--- config.mk ---
export PLATFORM = sky130hd
export DESIGN_NAME = tm1638_key_reader
export DESIGN_NICKNAME = d
export VERILOG_FILES = /design/src/rtl/tm1638_key_reader_pkg.sv /design/src/rtl/tm1638_half_tick.sv /design/src/rtl/tm1638_key_reader.sv
export SDC_FILE = /design/constraint.sdc
export NUM_CORES = 1
export LEC_CHECK = 0
export ABC_AREA = 1
export ABC_CLOCK_PERIOD_IN_PS = 3000
export CELL_PAD_IN_SITES_DETAIL_PLACEMENT = 2
export CELL_PAD_IN_SITES_GLOBAL_PLACEMENT = 2
export CORE_ASPECT_RATIO = 2
export CORE_MARGIN = 1.5
export CORE_UTILIZATION = 34
export CTS_CLUSTER_DIAMETER = 120
export DETAILED_ROUTE_END_ITERATION = 16
export GPL_ROUTABILITY_DRIVEN = 0
export PLACE_DENSITY = 0.83
export SYNTH_ARGS = -nofsm -noshare
export SYNTH_HDL_FRONTEND = slang
export SYNTH_HIERARCHICAL = 1
export SYNTH_SLANG_ARGS = --single-unit
--- constraint.sdc ---
create_clock -name clock_in -period 3 [get_ports clock_in]
set_clock_uncertainty 0.2 [all_clocks]
set_input_delay 0.6 -clock clock_in [delete_from_list [all_inputs] [get_ports clock_in]]
set_output_delay 0.6 -clock clock_in [all_outputs]
set_load 0.02 [all_outputs]
--- src/rtl/tm1638_key_reader_pkg.sv ---
// Shared TM1638 constants, link defaults, FSM state encoding and the K3-row key decode
// used by the TM1638 read and display blocks.
package tm1638_key_reader_pkg;

  localparam int DEF_CLOCK_MAX   = 20_000_000;
  localparam int DEF_CLOCK_SPEED = 300_000;
  localparam int DEF_WAIT_CYCLES = 20;

  localparam logic [7:0] CMD_READ_KEYS   = 8'h42;
  localparam logic [7:0] CMD_WRITE_AUTO  = 8'h40;
  localparam logic [7:0] CMD_WRITE_FIXED = 8'h44;
  localparam logic [7:0] CMD_DISPLAY_ON  = 8'h88;

  localparam int CMD_BITS  = 8;
  localparam int SCAN_BITS = 32;

  typedef enum logic [2:0] {
    ST_IDLE,
    ST_STB_SETUP,
    ST_CMD,
    ST_WAIT,
    ST_READ,
    ST_END,
    ST_GAP
  } state_t;

  // The 8-key board wires its keys to K3 only: bit 0 and bit 4 of every scan byte.
  function automatic logic [7:0] decode_keys(input logic [SCAN_BITS-1:0] scan);
    logic [7:0] k;
    k = '0;
    for (int b = 0; b < 4; b++) begin
      k[2*b]   = scan[8*b];
      k[2*b+1] = scan[8*b+4];
    end
    return k;
  endfunction

endpackage

--- src/rtl/tm1638_half_tick.sv ---
// Half-period tick generator for the TM1638 serial clock: pulses tick every HALF
// clock_in cycles; a synchronous clear restarts the period from zero.
module tm1638_half_tick #(
  parameter int HALF = 33
) (
  input  logic clock_in,
  input  logic reset,
  input  logic clear,
  output logic tick
);

  localparam int CNT_W = (HALF > 1) ? $clog2(HALF) : 1;
  localparam logic [CNT_W-1:0] LAST = CNT_W'(HALF - 1);

  logic [CNT_W-1:0] count;

  assign tick = (count == LAST);

  always_ff @(posedge clock_in or negedge reset) begin
    if (!reset) begin
      count <= '0;
    end else if (clear || tick) begin
      count <= '0;
    end else begin
      count <= count + 1'b1;
    end
  end

endmodule

--- src/rtl/tm1638_key_reader.sv ---
// TM1638 key-scan reader: sends the read-keys command, releases DIO, clocks in the
// four scan bytes and presents the raw bits plus the decoded 8-key row.
module tm1638_key_reader
  import tm1638_key_reader_pkg::*;
#(
  parameter int CLOCK_MAX   = DEF_CLOCK_MAX,
  parameter int CLOCK_SPEED = DEF_CLOCK_SPEED,
  parameter int WAIT_CYCLES = DEF_WAIT_CYCLES
) (
  input  logic                 clock_in,
  input  logic                 reset,
  input  logic                 start,
  output logic                 busy,
  output logic                 done,
  output logic [SCAN_BITS-1:0] raw_keys,
  output logic [7:0]           keys,
  output logic                 tm_stb,
  output logic                 tm_clk,
  output logic                 dio_out,
  output logic                 dio_oe,
  input  logic                 dio_in
);

  localparam int HALF   = CLOCK_MAX / CLOCK_SPEED / 2;
  localparam int BIT_W  = $clog2(SCAN_BITS);
  localparam int WAIT_W = $clog2(WAIT_CYCLES + 1);

  localparam logic [BIT_W-1:0]  CMD_LAST  = BIT_W'(CMD_BITS - 1);
  localparam logic [BIT_W-1:0]  SCAN_LAST = BIT_W'(SCAN_BITS - 1);
  localparam logic [WAIT_W-1:0] WAIT_LAST = WAIT_W'(WAIT_CYCLES - 1);

  state_t state, state_next;

  logic [BIT_W-1:0]     bit_cnt, bit_cnt_next, bit_inc;
  logic [WAIT_W-1:0]    wait_cnt, wait_cnt_next;
  logic [SCAN_BITS-1:0] shift_reg, shift_next;
  logic [SCAN_BITS-1:0] raw_next;
  logic [7:0]           keys_next;
  logic                 stb_next, clk_next, dout_next, oe_next;
  logic                 busy_next, done_next;
  logic                 tick, tick_clear;

  assign bit_inc = bit_cnt + 1'b1;

  tm1638_half_tick #(
    .HALF(HALF)
  ) u_half_tick (
    .clock_in(clock_in),
    .reset   (reset),
    .clear   (tick_clear),
    .tick    (tick)
  );

  always_ff @(posedge clock_in or negedge reset) begin
    if (!reset) begin
      state     <= ST_IDLE;
      bit_cnt   <= '0;
      wait_cnt  <= '0;
      shift_reg <= '0;
      raw_keys  <= '0;
      keys      <= '0;
      tm_stb    <= 1'b1;
      tm_clk    <= 1'b1;
      dio_out   <= 1'b1;
      dio_oe    <= 1'b0;
      busy      <= 1'b0;
      done      <= 1'b0;
    end else begin
      state     <= state_next;
      bit_cnt   <= bit_cnt_next;
      wait_cnt  <= wait_cnt_next;
      shift_reg <= shift_next;
      raw_keys  <= raw_next;
      keys      <= keys_next;
      tm_stb    <= stb_next;
      tm_clk    <= clk_next;
      dio_out   <= dout_next;
      dio_oe    <= oe_next;
      busy      <= busy_next;
      done      <= done_next;
    end
  end

  // Every CLK edge lands on a half-tick except the first READ fall, which is
  // timed by the WAIT counter and restarts the half-period at the same edge.
  always_comb begin
    state_next    = state;
    bit_cnt_next  = bit_cnt;
    wait_cnt_next = wait_cnt;
    shift_next    = shift_reg;
    raw_next      = raw_keys;
    keys_next     = keys;
    stb_next      = tm_stb;
    clk_next      = tm_clk;
    dout_next     = dio_out;
    oe_next       = dio_oe;
    busy_next     = busy;
    done_next     = 1'b0;
    tick_clear    = 1'b0;

    case (state)
      ST_IDLE: begin
        stb_next = 1'b1;
        clk_next = 1'b1;
        oe_next  = 1'b0;
        if (start) begin
          state_next = ST_STB_SETUP;
          stb_next   = 1'b0;
          busy_next  = 1'b1;
          tick_clear = 1'b1;
        end
      end

      ST_STB_SETUP: begin
        if (tick) begin
          state_next   = ST_CMD;
          clk_next     = 1'b0;
          dout_next    = CMD_READ_KEYS[0];
          oe_next      = 1'b1;
          bit_cnt_next = '0;
        end
      end

      ST_CMD: begin
        if (tick) begin
          if (!tm_clk) begin
            clk_next = 1'b1;
          end else if (bit_cnt == CMD_LAST) begin
            state_next    = ST_WAIT;
            oe_next       = 1'b0;
            wait_cnt_next = '0;
          end else begin
            bit_cnt_next = bit_inc;
            clk_next     = 1'b0;
            dout_next    = CMD_READ_KEYS[bit_inc[2:0]];
          end
        end
      end

      ST_WAIT: begin
        if (wait_cnt == WAIT_LAST) begin
          state_next   = ST_READ;
          tick_clear   = 1'b1;
          clk_next     = 1'b0;
          bit_cnt_next = '0;
        end else begin
          wait_cnt_next = wait_cnt + 1'b1;
        end
      end

      ST_READ: begin
        if (tick) begin
          if (!tm_clk) begin
            clk_next   = 1'b1;
            shift_next = {dio_in, shift_reg[SCAN_BITS-1:1]};
          end else if (bit_cnt == SCAN_LAST) begin
            state_next = ST_END;
            stb_next   = 1'b1;
          end else begin
            bit_cnt_next = bit_inc;
            clk_next     = 1'b0;
          end
        end
      end

      ST_END: begin
        if (tick) begin
          state_next = ST_GAP;
        end
      end

      ST_GAP: begin
        if (tick) begin
          state_next = ST_IDLE;
          raw_next   = shift_reg;
          keys_next  = decode_keys(shift_reg);
          done_next  = 1'b1;
          busy_next  = 1'b0;
        end
      end

      default: begin
        state_next = ST_IDLE;
      end
    endcase
  end

endmodule

==> results.md, run 1 <==
- Final setup fails: 0
- Clock Sinks: 89
- Reg clk slew, reported paths: 0.07 ns
- Seq/Total Area, Yosys: between 50% and 60%
- Die ar.: ~0.013 mm2
- Port Buffers: 49
- LEAKAGE: 2.217 nW
- Drc violations: 0
- Row cnt: between 50 and 60
- Setup Fix Bufs, Post-CTS: 0
- Post-synth cell types: 33
- Slowest cell on the critical path: dfrtp_1
- Min Tclk post-route: between 2 and 2.5 ns
- Primary FF master, synth: dfrtp_1
- Diodes inserted: 0
- Layout Cells excl Fill: 650
- Worst-margin pin slew: 0.6379 ns
- Total GRT Usage: 18.22%
- Slew HR: 57.47%
- Final HPWL DP: roughly 7600 um
- Core Util, Final: about two fifths
- Area Overhead vs Synth: 19.93%
- WL per Instance: 16.26 um
- Crit path required time: 3.03 ns
- TritonCTS clock tree: yes
- Final setup TNS: 0 ns
- Via count: 3266
- EDFF count, synth: 0
- Root buffer cell: clkbuf_16
- Cell area after layout: 0.004999 mm2
- Htree depth: 3
- FILL cells: 1327
- Vias in the first global route: 3741
- Setup WS pre-CTS: 0.5471 ns
- Placed cell area: 0.004711 mm2
- Worst Setup Path Type: flop to flop
- Critical Path Source Type: flop
- Max Slew Vio Count: 0
- Yosys Warn Count: 6
- Largest net degree at the start of global routing: 65
- Mapped Area: ~0.0042 mm2
- Antenna Nets Post-Route: 0
- Clock latency on the worst-skew pair: 0.34 ns
- Status: finished clean
- Worst IR Drop VDD: 0.0003774 V
- CP max FO: 7
- Worst min-delay path class: input port to asynchronous set/reset pin
- Peak Freq: 402.2 MHz
- Hold_buf cts: 0
- CP startpoint: u_half_tick/count[0]$_DFF_PN0_
- Initial antenna violation count: 0
- Syn_nets: 469
- Via density per instance: approximately 5.0
- Final Worst Setup Slack: about 0.51 ns
- Initial drt markers: ~120
- Largest stage delay, worst path: 0.42 ns
- RSZ-0062 raised after global routing: false
- Worst-path cell chain: inv_1 > ha_1 > nand3b_1 > nor2_1 > inv_1 > nand3_1 > nand3_1 > nor2_2 > nand2_2 > nand2_1 > nand2_1
- Total gr overflow: 0
- First-pass GRT wire length: 18080 um
- CORE AREA: 0.01205 mm2
- CP Data Arrival Time: 2.52 ns
- CTS max path bufs: 2
- Quantity of gates resized following cts: 0
- Max Cap Viol: 0
- Die outline height: 159.6 um
- Critical Path End Type: flop
- Final worst-path cycle share: 82.87%
- Seq cells post-synth: 89
- Placed cell count: roughly 630
- Post-Syn Instances: 458
- Yosys top cell area share: 51.64%
- Area leader, netlist: dfrtp_1
- Nets: 509
- Total CTS buffers: 9
- Initial Util: 34.58%
- Top cells by count, synth: 124 x nand2_1, 86 x dfrtp_1, 50 x inv_1
- Worst r2r src: u_half_tick/count[0]$_DFF_PN0_
- Final Hold Fails: 0
- Synth area leaders: dfrtp_1 52%, nand2_1 11%, o21ai_2 5.0%
- DRT Pass-1 Iters: 4
- Power per cell area: roughly 700 mW/mm2
- Top-count cell post-synth: nand2_1
- Post-synth ARST share: 100.0%
- Layout cells sized above 1: between 10% and 20%
- DIE WIDTH: roughly 81 um
- Mean Syn Cell Area: 9.100 um2
- WL final: 10570 um
- Ports: 50
==> layout by cell type, fill, tap and decap left out, drive strengths merged <==
cell,instances
nand3b,2
clkbuf,10
inv,54
o21a,1
dfrtp,86
clkdlybuf4s50,48
o21bai,3
a31o,1
buf,5
dfstp,3
or2,2
xor2,4
nand3,27
xnor2,2
o211ai,2
clkinvlp,3
a21oi,4
o21ai,72
ha,7
nand2,127
nor2,33
nand4,6
clkinv,1
==> path summary, 6_finish.rpt <==
check                                                  to  slack, ns  cells past startpoint
max in group asynchronous  u_half_tick/count[1]$_DFF_PN0_       1.84                      2
hold / removal                    raw_keys[8]$_DFFE_PN0P_       0.08                      1
hold reg to reg                        tm_clk$_DFFE_PN1P_       0.29                      2
setup reg to reg                   bit_cnt[1]$_DFFE_PN0P_       0.51                     11
setup / recovery                   bit_cnt[1]$_DFFE_PN0P_       0.51                     11
min in group clock_in                  tm_clk$_DFFE_PN1P_       0.29                      2
==> per-stage QoR <==
| stage | hold slack (ns) | power (W) |
|---|---|---|
| 4_1_cts | 0.09303 | 0.003553 |
| 6_report | 0.07525 | 0.003501 |
| 5_1_grt | 0.1210 | 0.003713 |
| 3_3_place_gp | 0.2637 | 0.002379 |
| 3_5_place_dp | 0.2764 | 0.002446 |
| 2_1_floorplan | 0.1044 | 0.002150 |
==> layout make-up <==
cell class | instances | area, um2 | share of cell area (%)
tap | 147 | 183.9 | 3.680
timing repair buffer | 53 | 543.0 | 10.86
clock inverter | 6 | 48.80 | 0.9762
multi-input combinational | 293 | 1558 | 31.16
sequential | 89 | 2231 | 44.63
clock buffer | 10 | 239.0 | 4.781
inverter | 52 | 195.2 | 3.905
==> layer usage <==
layer	GRT usage (%)	part of all wire (%)	up-vias
met3	3.324	2.0	23
met2	34.11	58	53
met5	0	0	-
li1	-	-	1527
met1	18.46	37	1663
met4	8.386	3.1	0
==> worst max-delay path: cells and delay by family (launching register included) <==
family	cells	cell delay (ns)
simple gates	8	1.30
flops	1	0.42
fa+ha+maj	1	0.15
buf+inv	2	0.32
==> where the power goes <==
| part | total [W] | switching [W] | internal [W] |
|---|---|---|---|
| registers | 0.00146 | 0.000149 | 0.00131 |
| logic | 0.000963 | 0.000645 | 0.000318 |
| clock network | 0.00108 | 0.000488 | 0.000591 |
| total | 0.00350 | 0.00128 | 0.00222 |
==> cells by family (layout without fill, tap and decap cells) <==
family	Yosys count	in the layout	synth area share, %
buf+inv	76	121	9.157
compound gates	83	83	12.85
fa+ha+maj	7	7	2.101
simple gates	197	197	21.10
xor+xnor	6	6	1.261
flops	89	89	53.53
No activity file was read; power rests on OpenSTA's default activity.
==> run 2: changes to the inputs <==
--- a/config.mk
+++ b/config.mk
@@ -6,7 +6,7 @@
 export NUM_CORES = 1
 export LEC_CHECK = 0
 export ABC_AREA = 1
-export ABC_CLOCK_PERIOD_IN_PS = 3000
+export ABC_CLOCK_PERIOD_IN_PS = 2400
 export CELL_PAD_IN_SITES_DETAIL_PLACEMENT = 2
 export CELL_PAD_IN_SITES_GLOBAL_PLACEMENT = 2
 export CORE_ASPECT_RATIO = 2
==> constraint.sdc (replaced) <==
create_clock -name clock_in -period 2.4 [get_ports clock_in]
set_clock_uncertainty 0.2 [all_clocks]
set_input_delay 0.48 -clock clock_in [delete_from_list [all_inputs] [get_ports clock_in]]
set_output_delay 0.48 -clock clock_in [all_outputs]
set_load 0.02 [all_outputs]
==> run 2 against run 1 <==
  * Utilization is 0.38 points higher
  * Maximum frequency increased by 13%
  * Setup slack got worse by 0.31 ns
  * Critical path depth shrank 2
  * Sequential power increased by 25%
  * Routed wire length increased by 5.4%
  * First-iteration DRC count rose by 29%
  * Sequential share of layout area down 0.41 points
  * Non-clock buffer count up 7
  * Global-route usage is 0.77 points higher
  * Die area did not move
==> results.md, run 2 (synthesized netlist as in run 1, its figures left out) <==
- Max Cap Viol: 0 (unchanged)
- CORE AREA: 0.01205 mm2 (unchanged)
- Status: finished clean
- CTS max path bufs: 2 (unchanged)
- Area Overhead vs Synth: 21.04%
- Final setup fails: 0 (unchanged)
- Via count: 3306 (+1.2%)
- Worst-margin pin slew: 0.5815 ns (-0.05636 ns)
- Peak Freq: 456.2 MHz (+13%)
- RSZ-0062 raised after global routing: false
- Layout cells sized above 1: 15.10% (+0.78 points)
- Initial Util: 34.58% (unchanged)
- CP Data Arrival Time: 2.21 ns (-0.31 ns)
- Row cnt: 57 (unchanged)
- Worst r2r src: state[2]$_DFFE_PN0P_
- Total CTS buffers: 9 (unchanged)
- Placed cell count: 640 (+0.95%)
- Initial antenna violation count: 0 (unchanged)
- Ports: 50 (unchanged)
- DRT Pass-1 Iters: 4 (unchanged)
- Root buffer cell: clkbuf_16
- TritonCTS clock tree: yes
- Via density per instance: 5.032 (+0.15%)
- Worst IR Drop VDD: 0.0004557 V (+21%)
- Antenna Nets Post-Route: 0 (unchanged)
- FILL cells: 1324 (-0.23%)
- Clock latency on the worst-skew pair: 0.34 ns (about the same)
- Diodes inserted: 0 (unchanged)
- Commonest cells after routing, fill and taps aside: 123 x nand2_1, 86 x dfrtp_1, 50 x inv_1, 48 x clkdlybuf4s50_1, 38 x o21ai_0
- Critical Path End Type: flop
- Die outline height: 159.6 um (unchanged)
- Vias in the first global route: 3769 (+0.75%)
- Final Hold Fails: 0 (unchanged)
- Worst Min Path Start: tm_clk$_DFFE_PN1P_
- Final HPWL DP: 8037 um (+6.2%)
- WL final: 11140 um (+5.4%)
- Commonest non-fill, non-tap cell in the layout: nand2_1
- Port Buffers: 49 (unchanged)
- DIE WIDTH: 81.29 um (unchanged)
- CP max FO: 13 (+6)
- Nets: 516 (+1.4%)
- Worst Setup Path Type: flop to flop
- Cell area after layout: 0.005045 mm2 (+0.93%)
- WL per Instance: 16.96 um (+4.3%)
- Htree depth: 3 (unchanged)
- Critical Path Source Type: flop
- Largest net degree at the start of global routing: 66 (+1.5%)
- Power per cell area: 873.7 mW/mm2 (+25%)
- Final worst-path cycle share: 91.34% (+8.5 points)
- CP startpoint: state[2]$_DFFE_PN0P_
- Total gr overflow: 0 (unchanged)
- Layout Cells excl Fill: 657 (+1.1%)
- Placed cell area: 0.004756 mm2 (+0.96%)
- R2R Setup Slk: 0.21 ns (-0.31 ns)
- Clock Sinks: 89 (unchanged)
- Worst min-delay path class: flop to flop
- Die ar.: 0.01297 mm2 (unchanged)
- Final Worst Setup Slack: 0.2079 ns (-0.3060 ns)
- Fin Hold WS: 0.2824 ns (+0.2071 ns)
- Slew HR: 61.23% (+3.8 points)
- Initial drt markers: 152 (+29%)
- Max Slew Vio Count: 0 (unchanged)
- First-pass GRT wire length: 18610 um (+2.9%)
- LEAKAGE: 2.251 nW (+1.5%)
- Reg clk slew, reported paths: 0.07 ns (about the same)
- Final setup TNS: 0 ns (unchanged)
- Min Tclk post-route: 2.192 ns (-0.2940 ns)
- Drc violations: 0 (unchanged)
- Crit path required time: 2.42 ns (-0.61 ns)
- Setup WS pre-CTS: 0.2209 ns (-0.3262 ns)
- Setup Fix Bufs, Post-CTS: 0 (unchanged)
- Total GRT Usage: 19.00% (+0.77 points)
==> run 2: cell count changes in the layout (fill, tap and decap cells not counted) <==
cell | before | now
buf_4 | 3 | 9
clkbuf_8 | 1 | 0
clkinv_4 | 1 | 2
dlygate4sd3_1 | 0 | 1
clkinvlp_4 | 3 | 2
clkbuf_1 | 0 | 1
==> run 2: layout make-up <==
type | count | area (um2) | share of cell area [%]
Multi-Input combinational cell | 293 | 1558 | 30.88
Sequential cell | 89 | 2231 | 44.22
Inverter | 52 | 195.2 | 3.869
Timing Repair Buffer | 60 | 598.1 | 11.86
Clock inverter | 6 | 50.05 | 0.9921
Tap cell | 147 | 183.9 | 3.646
Clock buffer | 10 | 229.0 | 4.539
==> run 2: stage by stage <==
stage	total power, W	utilization [%]
finish	0.004408	41.86
global route	0.004687	41.86
CTS	0.004484	41.86
detailed placement	0.003108	39.46
global placement	0.003017	39.46
floorplan	0.002688	-
==> run 2: path summary, 6_finish.rpt <==
check / endpoint / cells after the start
max in group asynchronous: done$_DFF_PN0_ / 3
hold / removal: tm_clk$_DFFE_PN1P_ / 2
setup / recovery: state[0]$_DFFE_PN0P_ / 9
min in group asynchronous: shift_reg[7]$_DFFE_PN0P_ / 2
hold reg to reg: tm_clk$_DFFE_PN1P_ / 2
setup reg to reg: state[0]$_DFFE_PN0P_ / 9
==> run 2: per-layer routing <==
layer | up-vias | part of all wire [%] | global-route usage (%) | wire length, um
met4 | 0 | 3.4 | 9.326 | 384
li1 | 1540 | - | - | -
met2 | 54 | 59 | 35.99 | 6565
met3 | 26 | 1.6 | 2.751 | 174
met5 | - | 0 | 0 | 0
met1 | 1686 | 36 | 19.00 | 4017
==> run 2: what timing repair did <==
action                                 in CTS  in global routing
hold buffers                                1                  0
endpoints found under the hold margin      32                  0
gates resized for setup                     0                  0
==> run 2: worst max-delay path, cell delays in order, from the launching register on <==
cell and delay, ns:
dfrtp_1 0.71, inv_2 0.22, nand2_2 0.14, nor2_2 0.08, nand2_1 0.14, nand2_1 0.08, nor2_2 0.20, nand3_2 0.12
nand2_1 0.09, nand2_1 0.07
==> run 2: power by group <==
part / switching, W / leakage, nW / internal, W
sequential: 0.000182 / 1.21 / 0.00164
clock: 0.000619 / 0.130 / 0.000713
combinational: 0.000829 / 0.910 / 0.000428
total: 0.00163 / 2.25 / 0.00278
==> run 3: changes to the inputs <==
--- a/config.mk
+++ b/config.mk
@@ -11,12 +11,11 @@
 export CELL_PAD_IN_SITES_GLOBAL_PLACEMENT = 2
 export CORE_ASPECT_RATIO = 2
 export CORE_MARGIN = 1.5
-export CORE_UTILIZATION = 34
+export CORE_UTILIZATION = 33
 export CTS_CLUSTER_DIAMETER = 120
 export DETAILED_ROUTE_END_ITERATION = 16
 export GPL_ROUTABILITY_DRIVEN = 0
 export PLACE_DENSITY = 0.83
 export SYNTH_ARGS = -nofsm -noshare
 export SYNTH_HDL_FRONTEND = slang
-export SYNTH_HIERARCHICAL = 1
 export SYNTH_SLANG_ARGS = --single-unit
==> run 3 against run 2 <==
  * Die area is 0.67% lower
  * Critical path depth increased by 3
  * Final cell count increased by 0.15%
  * Critical endpoint is now bit_cnt[0]$_DFFE_PN0P_
==> results.md, run 3 <==
- Area of the multi-input gates: 0.001411 mm2 (-9.4%)
- Final setup fails: 0 (unchanged)
- Reg clk slew, reported paths: 0.07 ns (about the same)
- CP max FO: 6 (-7)
- Cell area after layout: 0.004915 mm2 (-2.6%)
- Nets: 519 (+0.58%)
- Final HPWL DP: 7493 um (-6.8%)
- Worst IR Drop VDD: 0.0004264 V (-6.4%)
- Main combinational cell family by area after synthesis: simple AND/OR/NAND/NOR gates
- Worst min-delay path class: flop to flop
- Compound-Gate Fraction of Synth Area: 9.872% (-3.0 points)
- DIE WIDTH: 81.02 um (-0.33%)
- Final worst-path cycle share: 91.21% (-0.13 points)
- Initial antenna violation count: 0 (unchanged)
- Ports: 50 (unchanged)
- Commonest cells after routing, fill and taps aside: 122 x nand2_1, 86 x dfrtp_1, 60 x inv_1, 59 x o21ai_1, 48 x clkdlybuf4s50_1
- Root buffer cell: clkbuf_16
- LEAKAGE: 2.235 nW (-0.71%)
- Clock latency on the worst-skew pair: 0.34 ns (about the same)
- Power per cell area: 901.7 mW/mm2 (+3.2%)
- Post-synth cell types: 29 (-12%)
- Layout cells sized above 1: 10.14% (-5.0 points)
- Area leader, netlist: dfrtp_1
- Via density per instance: 4.926 (-2.1%)
- WL per Instance: 16.21 um (-4.4%)
- Htree depth: 3 (unchanged)
- Max Cap Viol: 0 (unchanged)
- Slew HR: 75.60% (+14 points)
- Worst Min Path Start: tm_stb$_DFFE_PN1P_
- Peak Freq: 456.8 MHz (+0.14%)
- Row cnt: 56 (-1.8%)
- Mux cell area share after synthesis: 0% (unchanged)
- Synth area leaders: dfrtp_1 54%, nand2_1 11%, o21ai_1 7.3%
- Area Overhead vs Synth: 22.33%
- Setup Fix Bufs, Post-CTS: 0 (unchanged)
- Hold Path End: tm_stb$_DFFE_PN1P_
- FILL cells: 1325 (+0.076%)
- Overall power: 0.004431 W (+0.53%)
- Worst-path cell chain: ha_1 > nand2_1 > nor2_1 > ha_1 > inv_1 > nand2_1 > nand2_2 > nand3_2 > nor2_4 > nand2_4 > nand2_1 > nand2_1
- Seq cells post-synth: 89 (unchanged)
- Worst-case reg-to-reg path depth: 12 (+3)
- Worst-margin pin slew: 0.3660 ns (-0.2155 ns)
- Total gr overflow: 0 (unchanged)
- Quantity of gates resized following cts: 0 (unchanged)
- Vias in the first global route: 3685 (-2.2%)
- CORE AREA: 0.01177 mm2 (-2.3%)
- Diodes inserted: 0 (unchanged)
- Min-Delay Path Depth: 2 (unchanged)
- Slowest cell on the critical path: dfrtp_1
- RSZ-0062 raised after global routing: false
- Primary FF master, synth: dfrtp_1
- Post-synthesis adder-cell area fraction: 2.180% (+0.079 points)
- Antenna Nets Post-Route: 0 (unchanged)
- WP buf/inv: 1 (unchanged)
- Status: finished clean
- First-pass GRT wire length: 18260 um (-1.9%)
- Commonest non-fill, non-tap cell in the layout: nand2_1
- Critical Path End Type: flop
- Total GRT Usage: 18.32% (-0.67 points)
- Mean Syn Cell Area: 8.677 um2 (-4.6%)
- Syn_nets: 474 (+1.1%)
- Largest stage delay, worst path: 0.44 ns (-0.27 ns)
- Seq/Total Area, Yosys: 55.53% (+2.0 points)
- Die outline height: 159.0 um (-0.34%)
- Post-Synth XOR/XNOR Area: 1.090% (-0.17 points)
- Synth Area in Simple Gates: 21.92% (+0.82 points)
- CP Data Arrival Time: 2.22 ns (about the same)
- Total CTS buffers: 9 (unchanged)
- Yosys Warn Count: 0 (-6)
- Final setup TNS: 0 ns (unchanged)
- Placed cell area: 0.004626 mm2 (-2.7%)
- Clock Sinks: 89 (unchanged)
- Worst r2r src: bit_cnt[0]$_DFFE_PN0P_
- Final Hold Fails: 0 (unchanged)
- EDFF count, synth: 0 (unchanged)
- Via count: 3241 (-2.0%)
- Post-synth ARST share: 100.0% (unchanged)
- Initial drt markers: 133 (-13%)
- Max Slew Vio Count: 0 (unchanged)
- Min Tclk post-route: 2.189 ns (-0.003138 ns)
- Crit path required time: 2.43 ns (about the same)
- CP top delay family: simple AND/OR/NAND/NOR gates
- Mapped Area: 0.004018 mm2 (-3.6%)
- TritonCTS clock tree: yes
- Top-count cell post-synth: nand2_1
- Die ar.: 0.01289 mm2 (-0.67%)
- Initial Util: 34.13% (-0.45 points)
- R2R Setup Slk: 0.21 ns (about the same)
- CTS max path bufs: 2 (unchanged)
- DRT Pass-1 Iters: 4 (unchanged)
- WL final: 10670 um (-4.3%)
- Top cells by count, synth: 123 x nand2_1, 86 x dfrtp_1, 60 x inv_1
- Worst path depth: 12 (+3)
- Yosys top cell area share: 53.57% (+1.9 points)
- Drc violations: 0 (unchanged)
- Worst Setup Path Type: flop to flop
- R2r endpoint: bit_cnt[0]$_DFFE_PN0P_
- Port Buffers: 49 (unchanged)
- Critical Path Source Type: flop
- Reg area: 0.002231 mm2 (unchanged)
- Post-Syn Instances: 463 (+1.1%)
- Most frequent CP cell: nand2_1
- Largest net degree at the start of global routing: 63 (-4.5%)
[run 3: cell count changes in the layout (fill, tap and decap cells not counted), moves of 3 or more]
cell,before,now
o21ai_0,38,10
o21ai_2,24,0
nor2_1,24,30
nand2_2,4,8
nor2_2,7,3
nand4_1,4,1
o21ai_1,10,59
nand3_1,24,20
inv_2,2,5
inv_1,50,60
buf_4,9,5
[run 3: timing repair]
item / in CTS / in global routing
hold endpoints to repair: 16 / 0
hold buffers: 1 / 0
endpoints found under the setup margin: 0 / 0
[run 3: worst max path at each step]
stage / startpoint / to / slack, ns
floorplan: bit_cnt[0]$_DFFE_PN0P_ / bit_cnt[0]$_DFFE_PN0P_ / 0.53
global placement: bit_cnt[0]$_DFFE_PN0P_ / bit_cnt[1]$_DFFE_PN0P_ / 0.40
detailed placement: bit_cnt[0]$_DFFE_PN0P_ / bit_cnt[0]$_DFFE_PN0P_ / 0.20
CTS: bit_cnt[0]$_DFFE_PN0P_ / bit_cnt[4]$_DFFE_PN0P_ / 0.19
global route: bit_cnt[0]$_DFFE_PN0P_ / state[0]$_DFFE_PN0P_ / 0.01
finish: bit_cnt[0]$_DFFE_PN0P_ / bit_cnt[0]$_DFFE_PN0P_ / 0.21
[run 3: stage by stage]
| step | hold slack [ns] | utilization (%) | worst slack, ns | cells |
|---|---|---|---|---|
| 3_3_place_gp | 0.2020 | 39.30 | 0.3963 | 641 |
| 4_1_cts | 0.2771 | 41.75 | 0.1936 | 658 |
| 3_5_place_dp | 0.2079 | 39.30 | 0.1997 | 641 |
| 5_1_grt | 0.2949 | 41.75 | 0.009651 | 658 |
| 6_report | 0.2758 | 41.75 | 0.2111 | 658 |
| 2_1_floorplan | -0.01559 | - | 0.5300 | 463 |
[run 3: kinds of logic (layout without fill, tap and decap cells)]
| family | Yosys count | count (layout) |
|---|---|---|
| and+or+nand+nor | 198 | 198 |
| DFF | 89 | 89 |
| buffers and inverters | 87 | 137 |
| AOI/OAI and AO/OA | 77 | 77 |
| adders and majority gates | 7 | 7 |
| xor gates and xnor gates | 5 | 5 |
[run 3: worst register-to-register path: cells and delay by family, from the launching register on]
family        cells  cell delay, ns
simple gates      9            0.86
fa+ha+maj         2            0.46
flops             1            0.44
buf+inv           1            0.12
[run 3: area by class of cell]
type | count | area share [%]
Tap cell | 145 | 3.691
Clock buffer | 10 | 4.659
Clock inverter | 6 | 1.018
Sequential cell | 89 | 45.39
Timing Repair Buffer | 56 | 11.56
Multi-Input combinational cell | 287 | 28.72
Inverter | 65 | 4.964
[run 3: power by group]
part,internal [W],total (W),switching (W)
sequential,0.00165,0.00181,0.000158
combinational,0.000402,0.00128,0.000875
clock,0.000714,0.00134,0.000630
total,0.00277,0.00443,0.00166
[run 3: routing by layer]
layer  GRT usage (%)  vias up  share of wire [%]
met5               0        -                  0
met1           19.47     1645                 37
met3           3.152       11                2.3
li1                -     1539                  -
met2           35.04       46                 59
met4           5.486        0                1.7
==> RTL edit, RTL diff (flow settings as in run 3) <==
`raw_keys` no longer has a reset.
--- a/src/rtl/tm1638_key_reader.sv
+++ b/src/rtl/tm1638_key_reader.sv
@@ -57,7 +57,6 @@
       bit_cnt   <= '0;
       wait_cnt  <= '0;
       shift_reg <= '0;
-      raw_keys  <= '0;
       keys      <= '0;
       tm_stb    <= 1'b1;
       tm_clk    <= 1'b1;
@@ -70,7 +69,6 @@
       bit_cnt   <= bit_cnt_next;
       wait_cnt  <= wait_cnt_next;
       shift_reg <= shift_next;
-      raw_keys  <= raw_next;
       keys      <= keys_next;
       tm_stb    <= stb_next;
       tm_clk    <= clk_next;
@@ -79,6 +77,10 @@
       busy      <= busy_next;
       done      <= done_next;
     end
+  end
+
+  always_ff @(posedge clock_in) begin
+    raw_keys <= raw_next;
   end
 
   // Every CLK edge lands on a half-tick except the first READ fall, which is
Function: same outputs for any inputs over 10 cycles, from zero or initial values and one cycle with reset low; that may be too few to reach the edited logic, so the function may still have changed.
==> RTL edit against run 3 <==
- area after synthesis rose by 1.2%
- fmax barely moved
- synthesized cell count fell by 16%
- highest routed layer unchanged
- setup slack barely moved
- largest power group unchanged
- cell area rose by 3.3%
- sequential cell count rose by 8
- register-to-register slack improved by 0.12 ns
- power rose by 9.0%
- first-iteration DRC count fell by 16%
- routed wire length fell by 3.5%
==> RTL edit: results (changes against run 3) <==
stage;metric;value;unit;change
run_status;outcome;complete, no violations;;
worst_setup_path;crit_start;tm_clk$_DFFE_PN1P_;;
sta;whs;0.253;ns;-0.0225 ns
worst_setup_path;r2r_slack;0.33;ns;+0.12 ns
final_layout;layout-drive-gt1-share;0.124;;+0.0231
synth;syn_nets;400;;-16%
min_path;holdPathStages;0;;-2
synth;synth_seq_area_share;0.637;;+0.0821
placement;place_area;0.00474;mm2;+2.6%
final_layout;n_sequential_cell;97;;+9.0%
placement;hpwl;7090;um;-5.3%
pwr;pwr-share-clk;0.323;;+0.020
global_route;grt_pass1_vias;3377;;-8.4%
worst_setup_path;cp_max_fo;4;;-2
final_layout;signal_buffers;54;;-3.6%
routing;wl_per_cell;17.2;um;+6.3%
synth;avgSynthCellArea;10.5;um2;+20%
global_route;grt_pass1_wl;17300;um;-5.1%
worst_setup_path;cp_slowest_cell;clkdlybuf4s50_1;;
pwr;pwr-share-comb;0.263;;-0.025
sta;fin_crit_sh;0.912;;about the same
routing;routed_wirelength;10300;um;-3.5%
worst_setup_path;critPathMaxStageDelay;0.60;ns;+0.16 ns
final_layout;multi_input_gates;237;;-17%
synth;yosysUniqueCellTypes;30;;+3.4%
global_route;grt_start_max_net_pins;66;;+4.8%
min_path;hold_start;shift_reg[16]$_DFFE_PN0P_;;
pwr;vdd_drop_max;0.000632;V;+48%
final_layout;nFillCells;1280;;-3.4%
sta;slew_headroom;0.704;;-0.0522
min_path;holdPathEnd;raw_keys[16]$_DFFE_PP_;;
worst_setup_path;reg2regPathDepth;10;;-2
pwr;p_leak;2.33;nW;+4.5%
final_layout;final_nets;456;;-12%
final_layout;nonClkBufAreaFrac;0.111;;-0.00463
synth;async_reset_ff_frac;0.670;;-0.330
worst_setup_path;reg2reg_to;state[2]$_DFFE_PN0P_;;
routing;drt_iter0_markers;112;;-16%
final_layout;clkCellAreaFrac;0.0631;;+0.00634
worst_setup_path;crit_family;buffers and inverters;;
worst_setup_path;arrival;1.51;ns;-0.71 ns
final_layout;num-nonclk-inverters;46;;-29%
global_route;antenna_found_initial;0;;unchanged
placement;place_ws;0.318;ns;+0.118 ns
worst_setup_path;endpoint;tm_clk;;
final_layout;sh_seq_area;0.511;;+0.0567
global_route;grt_use_total;0.178;;-0.00549
synth;yosys-top-cells-area;dfrtp_1 (38%), edfxtp_1 (24%), nand2_1 (8.1%), inv_1 (3.9%), nor2_1 (3.5%);;
final_layout;clock_buffers;10;;unchanged
final_layout;multi_input_area_share;0.244;;-0.0431
==> RTL edit: changes by cell type after synthesis, moves of 8 or more <==
cell	run 3	this run
edfxtp_1	0	32
o21ai_1	59	9
a21oi_1	3	18
nor2_1	30	38
o21ai_0	10	19
dfrtp_1	86	62
buf_4	10	0
nand2_1	123	88
inv_1	60	42
==> RTL edit: cell families (layout without fill, tap and decap cells) <==
family / count (synthesis) / in the layout / synth area share
and+or+nand+nor: 178 / 178 / 0.214
DFF: 97 / 97 / 0.637
buffers and inverters: 55 / 116 / 0.0579
AOI/OAI and AO/OA: 47 / 47 / 0.0585
adders and majority gates: 7 / 7 / 0.0215
xor gates and xnor gates: 5 / 5 / 0.0108
==> RTL edit: repair_timing <==
action / CTS / global route
hold buffers: 1 / 0
endpoints found under the hold margin: 62 / 0
setup buffers: 0 / 0
==> RTL edit: per-layer routing <==
| metal | share of wire | vias to the layer above | track usage |
|---|---|---|---|
| li1 | - | 1357 | - |
| met1 | 0.35 | 1470 | 0.175 |
| met3 | 0.025 | 21 | 0.0263 |
| met4 | 0.030 | 0 | 0.0799 |
| met2 | 0.60 | 51 | 0.343 |
| met5 | 0 | - | 0 |
==> RTL edit: through the flow <==
| stage | total power [mW] | util |
|---|---|---|
| 2_1_floorplan | 2.95 | - |
| 3_3_place_gp | 3.22 | 0.394 |
| 3_5_place_dp | 3.31 | 0.394 |
| 4_1_cts | 4.91 | 0.421 |
| 5_1_grt | 5.13 | 0.421 |
| 6_report | 4.83 | 0.421 |
==> RTL edit: worst reg2reg max path: stages (launching register included) <==
cell and delay (ns):
dfrtp_1 0.44, ha_1 0.24, nand2_1 0.07, nor2_1 0.10, ha_1 0.17, nand3b_1 0.11
nand2_1 0.06, nor2_1 0.25, nand3_2 0.16, nand2_1 0.10, nand2_1 0.05
